$ cat src/rtl/seven_seg_scan.sv
// seven_seg_scan: time-multiplexed driver for an N-digit common-anode
// seven-segment display with per-digit decimal point, blink and optional
// leading-zero suppression. Inputs are shadowed once per scan frame.
//
// Ports:
//   clk         system clock, rising edge
//   rst_n       asynchronous active-low reset
//   digits      nibble i at [4i+3:4i], digit 0 is rightmost (an[0])
//   dp          per-digit decimal point enable
//   blink_mask  per-digit blink enable
//   lz_en       leading-zero suppression enable
//   seg         active-low segments {dp,g,f,e,d,c,b,a}
//   an          active-low one-hot digit enable
//   frame_tick  one-cycle pulse in the cycle after the shadow registers load
module seven_seg_scan #(
  parameter int NUM_DIGITS   = 4,
  parameter int REFRESH_DIV  = 100000,
  parameter int BLINK_FRAMES = 64,
  parameter int HEX_EN       = 0
) (
  input  logic                    clk,
  input  logic                    rst_n,
  input  logic [4*NUM_DIGITS-1:0] digits,
  input  logic [NUM_DIGITS-1:0]   dp,
  input  logic [NUM_DIGITS-1:0]   blink_mask,
  input  logic                    lz_en,
  output logic [7:0]              seg,
  output logic [NUM_DIGITS-1:0]   an,
  output logic                    frame_tick
);

  localparam int RW = (REFRESH_DIV > 1) ? $clog2(REFRESH_DIV) : 1;
  localparam int IW = (NUM_DIGITS > 1) ? $clog2(NUM_DIGITS) : 1;
  localparam int BW = (BLINK_FRAMES > 1) ? $clog2(BLINK_FRAMES) : 1;
  localparam logic [RW-1:0] REF_LAST = RW'(REFRESH_DIV - 1);
  localparam logic [IW-1:0] IDX_LAST = IW'(NUM_DIGITS - 1);
  localparam logic [BW-1:0] BLK_LAST = BW'(BLINK_FRAMES - 1);

  logic [RW-1:0]           refresh_cnt;
  logic [IW-1:0]           idx;
  logic [BW-1:0]           blink_cnt;
  logic                    blink_phase;
  logic                    loaded;
  logic [4*NUM_DIGITS-1:0] sh_digits;
  logic [NUM_DIGITS-1:0]   sh_dp;
  logic [NUM_DIGITS-1:0]   sh_blink;
  logic                    sh_lz_en;

  logic                    frame_start;
  logic                    ref_wrap;
  logic [NUM_DIGITS-1:0]   lz;
  logic                    zero_above;
  logic [3:0]              cur_nib;
  logic                    cur_dp;
  logic                    cur_blink;
  logic                    cur_lz;
  logic [6:0]              cur_dec;
  logic [NUM_DIGITS-1:0]   an_sel;

  assign ref_wrap    = (refresh_cnt == REF_LAST);
  assign frame_start = (refresh_cnt == '0) && (idx == '0);

  function automatic logic [6:0] decode(input logic [3:0] nib);
    logic [6:0] s;
    case (nib)
      4'h0: s = 7'b1000000;
      4'h1: s = 7'b1111001;
      4'h2: s = 7'b0100100;
      4'h3: s = 7'b0110000;
      4'h4: s = 7'b0011001;
      4'h5: s = 7'b0010010;
      4'h6: s = 7'b0000010;
      4'h7: s = 7'b1111000;
      4'h8: s = 7'b0000000;
      4'h9: s = 7'b0010000;
      4'hA: s = 7'b0001000;
      4'hB: s = 7'b0000011;
      4'hC: s = 7'b1000110;
      4'hD: s = 7'b0100001;
      4'hE: s = 7'b0000110;
      default: s = 7'b0001110;
    endcase
    if (HEX_EN == 0 && nib > 4'h9) s = 7'b1111111;
    return s;
  endfunction

  always_ff @(posedge clk or negedge rst_n) begin
    if (!rst_n) begin
      refresh_cnt <= '0;
      idx         <= '0;
    end else if (ref_wrap) begin
      refresh_cnt <= '0;
      idx         <= (idx == IDX_LAST) ? '0 : idx + 1'b1;
    end else begin
      refresh_cnt <= refresh_cnt + 1'b1;
    end
  end

  always_ff @(posedge clk or negedge rst_n) begin
    if (!rst_n) begin
      sh_digits   <= '0;
      sh_dp       <= '0;
      sh_blink    <= '0;
      sh_lz_en    <= 1'b0;
      blink_cnt   <= '0;
      blink_phase <= 1'b0;
      loaded      <= 1'b0;
      frame_tick  <= 1'b0;
    end else begin
      frame_tick <= frame_start;
      if (frame_start) begin
        sh_digits <= digits;
        sh_dp     <= dp;
        sh_blink  <= blink_mask;
        sh_lz_en  <= lz_en;
        loaded    <= 1'b1;
        if (blink_cnt == BLK_LAST) begin
          blink_cnt   <= '0;
          blink_phase <= ~blink_phase;
        end else begin
          blink_cnt <= blink_cnt + 1'b1;
        end
      end
    end
  end

  // A digit is a leading zero when it and every digit to its left are 0.
  always_comb begin
    lz         = '0;
    zero_above = 1'b1;
    for (int i = NUM_DIGITS - 1; i >= 1; i--) begin
      zero_above = zero_above & (sh_digits[4*i +: 4] == 4'h0);
      lz[i]      = sh_lz_en & zero_above;
    end
  end

  always_comb begin
    cur_nib   = 4'h0;
    cur_dp    = 1'b0;
    cur_blink = 1'b0;
    cur_lz    = 1'b0;
    for (int i = 0; i < NUM_DIGITS; i++) begin
      if (idx == IW'(i)) begin
        cur_nib   = sh_digits[4*i +: 4];
        cur_dp    = sh_dp[i];
        cur_blink = sh_blink[i];
        cur_lz    = lz[i];
      end
    end
  end

  assign cur_dec = decode(cur_nib);
  assign an_sel  = ~(NUM_DIGITS'(1) << idx);

  // Outputs stay dark until the first frame has loaded real shadow data.
  always_ff @(posedge clk or negedge rst_n) begin
    if (!rst_n) begin
      seg <= 8'hFF;
      an  <= '1;
    end else if (!loaded || (cur_blink && blink_phase)) begin
      seg <= 8'hFF;
      an  <= '1;
    end else if (cur_lz) begin
      seg <= {~cur_dp, 7'h7F};
      an  <= cur_dp ? an_sel : '1;
    end else begin
      seg <= {~cur_dp, cur_dec};
      an  <= an_sel;
    end
  end

endmodule

$ cat config.mk
export PLATFORM = sky130hd
export DESIGN_NAME = seven_seg_scan
export DESIGN_NICKNAME = d
export VERILOG_FILES = /design/src/rtl/seven_seg_scan.sv
export SDC_FILE = /design/constraint.sdc
export NUM_CORES = 1
export LEC_CHECK = 0
export ABC_AREA = 0
export ABC_CLOCK_PERIOD_IN_PS = 3530
export CORE_MARGIN = 2
export CORE_UTILIZATION = 50
export CTS_BUF_LIST = sky130_fd_sc_hd__clkbuf_8
export DETAILED_ROUTE_END_ITERATION = 10
export GPL_TIMING_DRIVEN = 1
export PLACE_DENSITY = 0.79
export SYNTH_ARGS = -nofsm -noshare
export SYNTH_HDL_FRONTEND = slang
export SYNTH_SLANG_ARGS = --single-unit
export TNS_END_PERCENT = 50
$ cat constraint.sdc
create_clock -name clk -period 3.53 [get_ports clk]
set_input_delay 0.706 -clock clk [delete_from_list [all_inputs] [get_ports clk]]
set_output_delay 0.706 -clock clk [all_outputs]
set_load 0.05 [all_outputs]
==> results.md <==
* Outcome: complete, no violations
* Max-cap violation count at 0
* Post-synth EDFFs at 0
* Initial drt markers at 87
* Post-route ant nets at 0
* P per Cell Area at 438 mW/mm^2
* Mapped Avg Cell Area at 9.70 sq um
* Clk Tree Root Cell: clkbuf_8
* Post-synthesis sequential area ratio at 0.516
* Dpl ws at 0.636 ns
* Final hold violation count at 0
* Detail Placement HPWL at 4760 um
* Max_slew headroom at 0.332
* Hold-fix buffers at CTS at 0
* Post-synthesis cell count at 328
* Worst r2r src: idx[0]
* Most common cell in the netlist: nand2_1
* Synth top cells by count: nand2_1 (94), dfrtp_1 (53), nor2_1 (16), ha_1 (14)
* Initial Utilization at 0.510
* Post-DR vias/cell at 5.44
* Post-Layout Cell Count at 452
* Period Utilization, post-route at 0.837
* Worst path top cell family by delay: compound AO/OA/AOI/OAI gates
* P&R area growth vs syn at 21.9%
* Final min period at 2.96 ns
* Max Buffers Root-to-Sink at 2
* CP Buf/Inv Count at 2
* Dpl cells at 436
* CTS Sinks at 65
* FFs w/ async S/R, synth at 1.00
* CP peak stage delay at 0.42 ns
* H-tree levels at 3
* CP startpoint kind: register
* Share of cells above drive strength 1 at 0.115
* Flop2flop setup slack at 0.57 ns
* Final setup margin at 0.575 ns
* Post-cts resize count at 0
* Clk slew on worst S/H paths at 0.07 ns
* Primary FF master, synth: dfrtp_1
* Grt ovf at 0
* Post-Syn Area at 0.00318 sq mm
* Worst Hold Launch: loaded
* Leakage power at 1.72 nW
* HP Class: reg -> reg
* Die W at 83.8 um
* Vias in the first global route at 2506
* Synthesized net count at 369
* Cell depth of the worst flop-to-flop path at 10
* Reg-to-Reg End: seg[1]
* Nets@finish at 411
* Io pins at 40
* Gpl congestion at 0.928
* Port Buffers at 39
* Hold path depth at 2
* Worst Hold End: loaded
* Fill cells at 531
* Critical Path Fanout Max at 7
* Rows at 29
* CTS tree: done
* Cts bufs inserted at 9
* Vias at 2459
* Slowest CP cell: a211oi_4
* Synth Warn # at 0
* Critical path type: reg -> reg
* Endpoint class of the critical path: register
* Top cell type's share of synthesized area at 0.417
* First-pass GRT wire length at 11200 um
* Skew-Pair Late Insertion Delay at 0.34 ns
* Initial antenna violation count at 0
* Setup skew after layout at 0.00773 ns
* Fin Setup TNS at 0 ns
* Wire per inst at 14.5 um
* Setup Fix Bufs, Post-CTS at 0
* All-Layer GR Usage at 0.200
* Largest net degree at the start of global routing at 44
* Die height at 83.8 um
* Synthesized flop and latch total at 65
* Crit-path cells: inv_1 -> ha_1 -> nor2b_1 -> a221o_2 -> o221ai_1 -> inv_1 -> ha_1 -> o22ai_1 -> a211oi_4 -> o211ai_1
* Top cells by area, synth: dfrtp_1 (42%), nand2_1 (11%), dfstp_2 (9.9%)
* Netlist cell types at 51
* Worst-margin pin slew at 1.00 ns
* Worst EP required at 3.78 ns
* Inserted Diodes at 0
* IR drop worst, VDD at 292 uV
* DR pass1 iterations at 6
* Fmax at 0.338 GHz
* Final core utilization at 0.621
* Core area at 0.00624 sq mm
* Arr. time, crit path at 3.21 ns
* RSZ-0062 raised after global routing: no
* Final setup violation count at 0
* Pins Over Slew Limit at 0
* Post-Route WL at 6540 um
* DR DRC count at 0
* Area leader, netlist: dfrtp_1
* Die footprint at 0.00702 sq mm
## routing by layer
metal,up-vias,part of all wire,GRT usage
met2,63,0.51,0.343
li1,1201,-,-
met3,13,0.043,0.0613
met5,-,0,0
met1,1182,0.43,0.240
met4,0,0.020,0.0689
## final cells by class
class / instances / area (sq um) / share of cell area
Tap cell: 77 / 96.3 / 0.0248
Inverter: 12 / 45.0 / 0.0116
Sequential cell: 65 / 1640 / 0.423
Clock inverter: 6 / 106 / 0.0274
Timing Repair Buffer: 43 / 415 / 0.107
Multi-Input combinational cell: 239 / 1440 / 0.370
Clock buffer: 10 / 138 / 0.0355
## placed cells by master, fill, tap and decap left out, types with 3 or more instances in the layout
cell type,n
ha_1,14
nand2_1,94
o31ai_1,3
clkbuf_8,10
a221o_2,3
xor2_1,6
o21ai_0,8
clkdlybuf4s50_1,38
nand3_1,9
bufinv_16,3
buf_4,4
dfstp_2,12
nor4_1,6
o211ai_1,4
xnor2_1,12
a21oi_1,6
nor2b_1,4
dfrtp_1,53
nor3_1,4
or2b_1,3
o21ai_1,4
nor2_1,16
nand4_1,6
inv_1,13
## tightest hold or removal path, delay by kind of cell (launching register included)
kind | cells | cell delay, ns
AND/OR/NAND/NOR | 1 | 0.05
buffers and inverters | 1 | 0.05
flip-flops | 1 | 0.32
## metrics by stage
| stage | power, W | area (sq um) | hold slack (ns) |
|---|---|---|---|
| 2_1_floorplan | 0.000875 | 3180 | 0.410 |
| 3_3_place_gp | 0.000944 | 3630 | 0.428 |
| 3_5_place_dp | 0.000948 | 3630 | 0.429 |
| 4_1_cts | 0.00172 | 3880 | 0.445 |
| 5_1_grt | 0.00176 | 3880 | 0.478 |
| 6_report | 0.00170 | 3880 | 0.442 |
## report_power, final
part	internal (W)	switching (W)	total, W
clock	0.000484	0.000282	0.000767
sequential	0.000774	0.0000150	0.000789
combinational	0.0000632	0.0000816	0.000145
## cell families (layout without fill, tap and decap cells)
| group | Yosys count | count (layout) | share of synthesized area |
|---|---|---|---|
| and+or+nand+nor | 157 | 157 | 0.223 |
| DFF | 65 | 65 | 0.516 |
| AOI/OAI and AO/OA | 47 | 47 | 0.112 |
| buffers and inverters | 24 | 71 | 0.0342 |
| xor gates and xnor gates | 18 | 18 | 0.0495 |
| adders and majority gates | 14 | 14 | 0.0551 |
| muxes | 3 | 3 | 0.00983 |
## worst max path at each step
stage / from / endpoint / slack [ns] / cells after the start
6_report: idx[0] / seg[1] / 0.57 / 10
3_5_place_dp: idx[0] / seg[1] / 0.64 / 10
5_1_grt: idx[0] / seg[1] / 0.35 / 10
3_3_place_gp: idx[1] / seg[4] / 0.86 / 10
2_1_floorplan: idx[0] / seg[4] / 1.07 / 10
4_1_cts: idx[0] / seg[1] / 0.56 / 10
## state kept, by name, summed over array words and instances, names as in the netlist
name         count
refresh_cnt     17
sh_digits       16
seg              8
blink_cnt        6
an               4
sh_blink         4
sh_dp            4
idx              2
blink_phase      1
frame_tick       1
loaded           1
sh_lz_en         1
(Power assumes the default switching activity.)
